===== config.mk =====
export PLATFORM = sky130hd
export DESIGN_NAME = rr_mux_reg
export DESIGN_NICKNAME = d
export VERILOG_FILES = /design/src/rtl/rr_mux_pkg.sv /design/src/rtl/rr_arbiter.sv /design/src/rtl/rr_mux_reg.sv
export SDC_FILE = /design/constraint.sdc
export NUM_CORES = 1
export LEC_CHECK = 0
export ABC_AREA = 1
export ABC_CLOCK_PERIOD_IN_PS = 4600
export BUFFER_PORTS_ARGS = -buffer_cell sky130_fd_sc_hd__buf_4
export CORE_AREA = 2 2 72 74
export CTS_CLUSTER_DIAMETER = 50
export CTS_CLUSTER_SIZE = 10
export DETAILED_ROUTE_END_ITERATION = 16
export DIE_AREA = 0 0 74 76
export HOLD_SLACK_MARGIN = 0.03
export PLACE_DENSITY = 0.79
export SLEW_MARGIN = 20
export SYNTH_ARGS = -nofsm -noshare
export SYNTH_HDL_FRONTEND = slang
export SYNTH_SLANG_ARGS = --single-unit

===== constraint.sdc =====
create_clock -name clk -period 4.6 [get_ports clk]
set_input_delay 0 -clock clk [delete_from_list [all_inputs] [get_ports clk]]
set_output_delay 0 -clock clk [all_outputs]
set_load 0.02 [all_outputs]

===== src/rtl/rr_mux_pkg.sv =====
// Shared types and helpers for the rr_mux_reg channel multiplexer.
// Optional burst locking is enabled by defining RR_MUX_LAST_EN.
package rr_mux_pkg;

   localparam logic MODE_FIXED = 1'b0;
   localparam logic MODE_RR    = 1'b1;

   typedef enum logic {
      ST_EMPTY = 1'b0,
      ST_FULL  = 1'b1
   } out_state_e;

   function automatic int unsigned chan_count(input int unsigned sel_w);
      return 32'd1 << sel_w;
   endfunction

endpackage


===== src/rtl/rr_arbiter.sv =====
// Round-robin arbiter: first request at or above rr_ptr_i, wrapping to channel 0.
// With RR_MUX_LAST_EN defined, an active lock restricts the grant to lock_chan_i.
module rr_arbiter
   import rr_mux_pkg::*;
#(
   parameter int unsigned n = 3
) (
   input  logic [chan_count(n)-1:0] req_i,
   input  logic [n-1:0]             rr_ptr_i,
`ifdef RR_MUX_LAST_EN
   input  logic                     lock_i,
   input  logic [n-1:0]             lock_chan_i,
`endif
   output logic [chan_count(n)-1:0] grant_o,
   output logic [n-1:0]             grant_idx_o
);

   localparam int unsigned Chans = chan_count(n);

   logic [n-1:0] idx;
   logic         found;

   always_comb begin
      grant_o     = '0;
      grant_idx_o = '0;
      idx         = '0;
      found       = 1'b0;
`ifdef RR_MUX_LAST_EN
      if (lock_i) begin
         // Mid-burst: only the locked channel may continue.
         if (req_i[lock_chan_i]) begin
            grant_o[lock_chan_i] = 1'b1;
            grant_idx_o          = lock_chan_i;
         end
      end else begin
`else
      begin
`endif
         for (int k = 0; k < Chans; k++) begin
            idx = rr_ptr_i + n'(k);
            if (!found && req_i[idx]) begin
               found        = 1'b1;
               grant_o[idx] = 1'b1;
               grant_idx_o  = idx;
            end
         end
      end
   end

endmodule


===== src/rtl/rr_mux_reg.sv =====
// Registered 2**n-channel mux with valid/ready handshakes, fixed or round-robin select.
// Define RR_MUX_LAST_EN to add in_last/out_last and burst-locked round-robin arbitration.
module rr_mux_reg
   import rr_mux_pkg::*;
#(
   parameter int unsigned size = 4,
   parameter int unsigned n    = 3
) (
   input  logic                          clk,
   input  logic                          rst_n,
   input  logic [size*chan_count(n)-1:0] in,
   input  logic [chan_count(n)-1:0]      in_valid,
`ifdef RR_MUX_LAST_EN
   input  logic [chan_count(n)-1:0]      in_last,
`endif
   output logic [chan_count(n)-1:0]      in_ready,
   input  logic                          mode,
   input  logic [n-1:0]                  select,
   output logic [size-1:0]               out,
   output logic [n-1:0]                  out_chan,
   output logic                          out_valid,
`ifdef RR_MUX_LAST_EN
   output logic                          out_last,
`endif
   input  logic                          out_ready
);

   localparam int unsigned Chans = chan_count(n);

   out_state_e      state_q, state_d;
   logic [size-1:0] out_q, out_d;
   logic [n-1:0]    chan_q, chan_d;
   logic [n-1:0]    rr_ptr_q, rr_ptr_d;
`ifdef RR_MUX_LAST_EN
   logic            lock_q, lock_d;
   logic [n-1:0]    lock_chan_q, lock_chan_d;
   logic            last_q, last_d;
`endif

   logic [Chans-1:0] grant, grant_rr;
   logic [n-1:0]     grant_idx, idx_rr;
   logic             can_load, xfer;
   logic [size-1:0]  sel_data;

   rr_arbiter #(
      .n(n)
   ) u_arb (
      .req_i      (in_valid),
      .rr_ptr_i   (rr_ptr_q),
`ifdef RR_MUX_LAST_EN
      .lock_i     (lock_q),
      .lock_chan_i(lock_chan_q),
`endif
      .grant_o    (grant_rr),
      .grant_idx_o(idx_rr)
   );

   always_comb begin
      grant     = '0;
      grant_idx = select;
      if (mode == MODE_RR) begin
         grant     = grant_rr;
         grant_idx = idx_rr;
      end else if (in_valid[select]) begin
         grant[select] = 1'b1;
      end
   end

   // in_ready is held low while reset is asserted so no producer sees a phantom accept.
   assign can_load = (state_q == ST_EMPTY) || out_ready;
   assign in_ready = grant & {Chans{can_load & rst_n}};
   assign xfer     = |in_ready;

   always_comb begin
      sel_data = '0;
      for (int i = 0; i < Chans; i++) begin
         if (grant[i]) sel_data = in[size*i +: size];
      end
   end

   always_comb begin
      state_d  = state_q;
      out_d    = out_q;
      chan_d   = chan_q;
      rr_ptr_d = rr_ptr_q;
`ifdef RR_MUX_LAST_EN
      lock_d      = lock_q;
      lock_chan_d = lock_chan_q;
      last_d      = last_q;
`endif
      if (xfer) begin
         state_d = ST_FULL;
         out_d   = sel_data;
         chan_d  = grant_idx;
`ifdef RR_MUX_LAST_EN
         last_d  = in_last[grant_idx];
         if (mode == MODE_RR) begin
            // Pointer moves past a channel only once its burst has finished.
            if (in_last[grant_idx]) begin
               lock_d   = 1'b0;
               rr_ptr_d = grant_idx + n'(1);
            end else begin
               lock_d      = 1'b1;
               lock_chan_d = grant_idx;
            end
         end
`else
         if (mode == MODE_RR) rr_ptr_d = grant_idx + n'(1);
`endif
      end else if (out_ready) begin
         state_d = ST_EMPTY;
      end
   end

   always_ff @(posedge clk or negedge rst_n) begin
      if (!rst_n) begin
         state_q     <= ST_EMPTY;
         out_q       <= '0;
         chan_q      <= '0;
         rr_ptr_q    <= '0;
`ifdef RR_MUX_LAST_EN
         lock_q      <= 1'b0;
         lock_chan_q <= '0;
         last_q      <= 1'b0;
`endif
      end else begin
         state_q     <= state_d;
         out_q       <= out_d;
         chan_q      <= chan_d;
         rr_ptr_q    <= rr_ptr_d;
`ifdef RR_MUX_LAST_EN
         lock_q      <= lock_d;
         lock_chan_q <= lock_chan_d;
         last_q      <= last_d;
`endif
      end
   end

   assign out       = out_q;
   assign out_chan  = chan_q;
   assign out_valid = (state_q == ST_FULL);
`ifdef RR_MUX_LAST_EN
   assign out_last  = last_q;
`endif

endmodule


==> impl_metrics.toml <==
[floorplan]
top_level_ports = 63
rows = 26
core_region_area_mm2 = 0.004912
dieArea_mm2 = 0.005624
die_x_um = 74
die_h_um = 76
start_util = 0.5237

[final_layout]
post-route-util = 0.6381
final_nets = 579
fill_cells = 494
instances_no_fill = 594
drive_gt1_frac = 0.2462
syn2layout_area_growth_pct = 21.84
antenna_cells_inserted = 0

[clocking]
cts_resized = 0
clockBufferDepth = 2
path_clk_slew_ns = 0.05
h-tree-depth = 1
clkSinkCount = 11
cts_tree = "built"
root_buffer = "clkbuf_8"
cts_buffers = 3
clkLatencyLatePin_ns = 0.24

[power]
swShare = 0.6313
power_frac_seq = 0.083
total_power_w = 0.002337
netSwitchingPower_w = 0.001475
powerDensity_mw_per_mm2 = 745.6
p_int_w = 0.0008616
cellLeakagePower_nw = 1.714
comb_power_share = 0.876
max-vdd-ir-drop_v = 0.0004654
clkPwrFrac = 0.041

[sta]
rsz0062_at_grt = "false"
fmax_ghz = 0.2638
finalMaxSlewViolations = 0
tightestPinTransition_ns = 0.5197
period_share = 0.8242
period_minus_slack_ns = 3.791
finalHoldViolCount = 0
fin_worst_skew_ns = 0.002145
setup_tns_ns = 0
setup_viol = 0
hold_slack_ns = 0.09167
slew_headroom = 0.6536

[worst_setup_path]
end_kind = "register"
slowest_stage = "dfrtp_1"
crit_required_ns = 4.78
crit_type = "register to register"
cp_max_fo = 16
worstSetupStartpointType = "register"
cp_data_arrival_time_ns = 3.97
critPathMaxStageDelay_ns = 0.59
worstPathCellList = "inv_2, ha_1, inv_2, nand3_2, nand3_1, o21ai_4, nor2_2, nand4_2, nor3b_4, inv_1, o21ai_0, a211oi_1, o22ai_1, ha_1, xor2_1, nand3_1, nand2_1"

[hold_path]
min_path_type = "input pin to register"

[routing]
ant_nets = 0
drc = 0
firstDrtPassIters = 5
avgViaCountPerCell = 5.374
finalWirelength_mm = 8.253
num_vias = 3192
wl_per_cell_um = 13.89
drt_iter0_markers = 294

[status]
status = "complete, no violations"

[synth]
synth_top_family_by_area = "simple AND/OR/NAND/NOR gates"
ys_seq_area_frac = 0.1070
synth_area_mm2 = 0.002572
netlist_instances = 465
yosysWarningCount = 0
yosysUniqueCellTypes = 39
muxShareOfSynthArea = 0
synth-async-reset-ratio = 1.000
avgSynthCellArea_um2 = 5.532
synth-compound-area-share = 0.1357
synth_edf_count = 0
synth-seq-cells = 11
synth_ff_type = "dfrtp_1"
synthAdderAreaFrac = 0.03405
syn_nets = 519
synthXorXnorAreaFrac = 0.003405
synth_simple_gate_area_frac = 0.6060

[placement]
place_congestion = 1.003
dpl.cell_count = 588
port_buffers = 62
hpwlAfterDp_mm = 6.709

[flow_run]
maxCapViolations = 0

[grt]
grt_usage = 0.3052
use_met2 = 0.5321
use_met3 = 0.01720
antenna_found_initial = 0
busiest_layer = "met2"
grt_pass1_wl_mm = 14.01
grt_max_degree = 24
grt_overflow = 0
met1_usage = 0.4023
grt_pass1_vias = 3014
layer usage:
| metal | wire length [µm] | up-vias |
|---|---|---|
| li1 | - | 1628 |
| met1 | 3553 | 1446 |
| met2 | 4194 | 104 |
| met3 | 319 | 14 |
| met4 | 186 | 0 |
| met5 | 0 | - |
stage by stage:
stage / cell area [µm²] / setup WS, ns
floorplan: 2572 / 1.270
global placement: 3069 / 0.9862
detailed placement: 3069 / 0.9109
CTS: 3134 / 0.8758
global route: 3134 / 0.4886
finish: 3134 / 0.8088
worst paths after layout:
check	from	to	slack [ns]	cells past startpoint
setup / recovery	rr_ptr_q[1]$_DFFE_PN0P_	rr_ptr_q[2]$_DFFE_PN0P_	0.81	17
hold / removal	in[26]	out[2]$_DFFE_PN0P_	0.09	5
setup reg to reg	rr_ptr_q[1]$_DFFE_PN0P_	rr_ptr_q[2]$_DFFE_PN0P_	0.81	17
hold reg to reg	out_chan[2]$_DFFE_PN0P_	out_chan[2]$_DFFE_PN0P_	0.47	2
max in group asynchronous	rst_n	out_chan[0]$_DFFE_PN0P_	4.32	2
min in group asynchronous	rst_n	out[1]$_DFFE_PN0P_	0.13	2
Yosys cell counts, types with 2 or more instances:
master | n | area [µm²]
nor3_1 | 20 | 100.1
o22ai_1 | 7 | 43.79
nand3_2 | 10 | 100.1
nand2_1 | 164 | 615.6
o21ai_2 | 2 | 17.52
nand3_1 | 47 | 235.2
inv_4 | 3 | 18.77
nor2_4 | 3 | 33.78
a211oi_1 | 2 | 15.01
nor2_1 | 35 | 131.4
nand2_2 | 17 | 106.4
buf_6 | 3 | 33.78
dfrtp_1 | 11 | 275.3
o21ai_1 | 3 | 15.01
clkbuf_1 | 4 | 15.01
a21oi_1 | 33 | 165.2
and2_1 | 2 | 12.51
nor2_2 | 4 | 25.02
inv_2 | 8 | 30.03
ha_1 | 7 | 87.58
inv_1 | 46 | 172.7
buf_2 | 3 | 15.01
nand2_4 | 9 | 101.4
o21ai_0 | 7 | 35.03
worst max-delay path: cells and delay by family (launching register included):
kind	cells	cell delay, ns
AO/OA/AOI/OAI	4	0.57
adder cells (fa/ha/maj)	2	0.75
AND/OR/NAND/NOR	7	1.07
flip-flops	1	0.59
buffers and inverters	3	0.59
XOR/XNOR	1	0.15
power by group through the flow:
| stage | clock network (W) | logic [W] | registers, W |
|---|---|---|---|
| 6_report | 0.0000967 | 0.00205 | 0.000194 |
| 5_1_grt | 0.000102 | 0.00227 | 0.000200 |
| 4_1_cts | 0.0000965 | 0.00203 | 0.000192 |
| 3_5_place_dp | 0 | 0.00202 | 0.000191 |
| 3_3_place_gp | 0 | 0.00200 | 0.000190 |
| 2_1_floorplan | 0 | 0.00154 | 0.000217 |
kinds of logic (layout without fill, tap and decap cells):
family | Yosys count | after routing
AOI/OAI and AO/OA | 60 | 60
xor gates and xnor gates | 1 | 1
adders and majority gates | 7 | 7
buffers and inverters | 68 | 127
DFF | 11 | 11
and+or+nand+nor | 318 | 318
flip-flops by register name, indices dropped and copies added (netlist names):
| register | count |
|---|---|
| out | 4 |
| out_chan | 3 |
| out_valid | 1 |
| rr_ptr_q | 3 |
cells in the final DEF, fill, tap and decap left out, types with 2 or more instances in the layout:
master           n
o22ai_1          7
inv_1           46
nor2_4           3
dfrtp_1         11
o21ai_0          7
o21ai_1          3
dlygate4sd3_1    2
nand3_2         10
nand2_1        164
o21ai_2          2
nor3_1          20
clkbuf_8         3
nand2_2         17
nand3_1         47
and2_1           2
nor2_2           4
buf_4           64
ha_1             7
nor2_1          35
inv_2            8
a211oi_1         2
a21oi_1         33
nand2_4          9
inv_4            3
final cells by class:
cell class                      instances  area [µm²]  share of cell area
Timing Repair Buffer                   66       500.5              0.1597
Inverter                               57       221.5             0.07066
Sequential cell                        11       275.3             0.08782
Multi-Input combinational cell        386        2004              0.6395
Tap cell                               70       87.58             0.02794
Clock buffer                            4       45.04             0.01437
what timing repair did:
item | in CTS | in global routing
endpoints found under the hold margin | 12 | 0
hold buffers | 2 | 0
setup buffers | 0 | 0
Note: power is estimated with default switching activity, not from simulation.
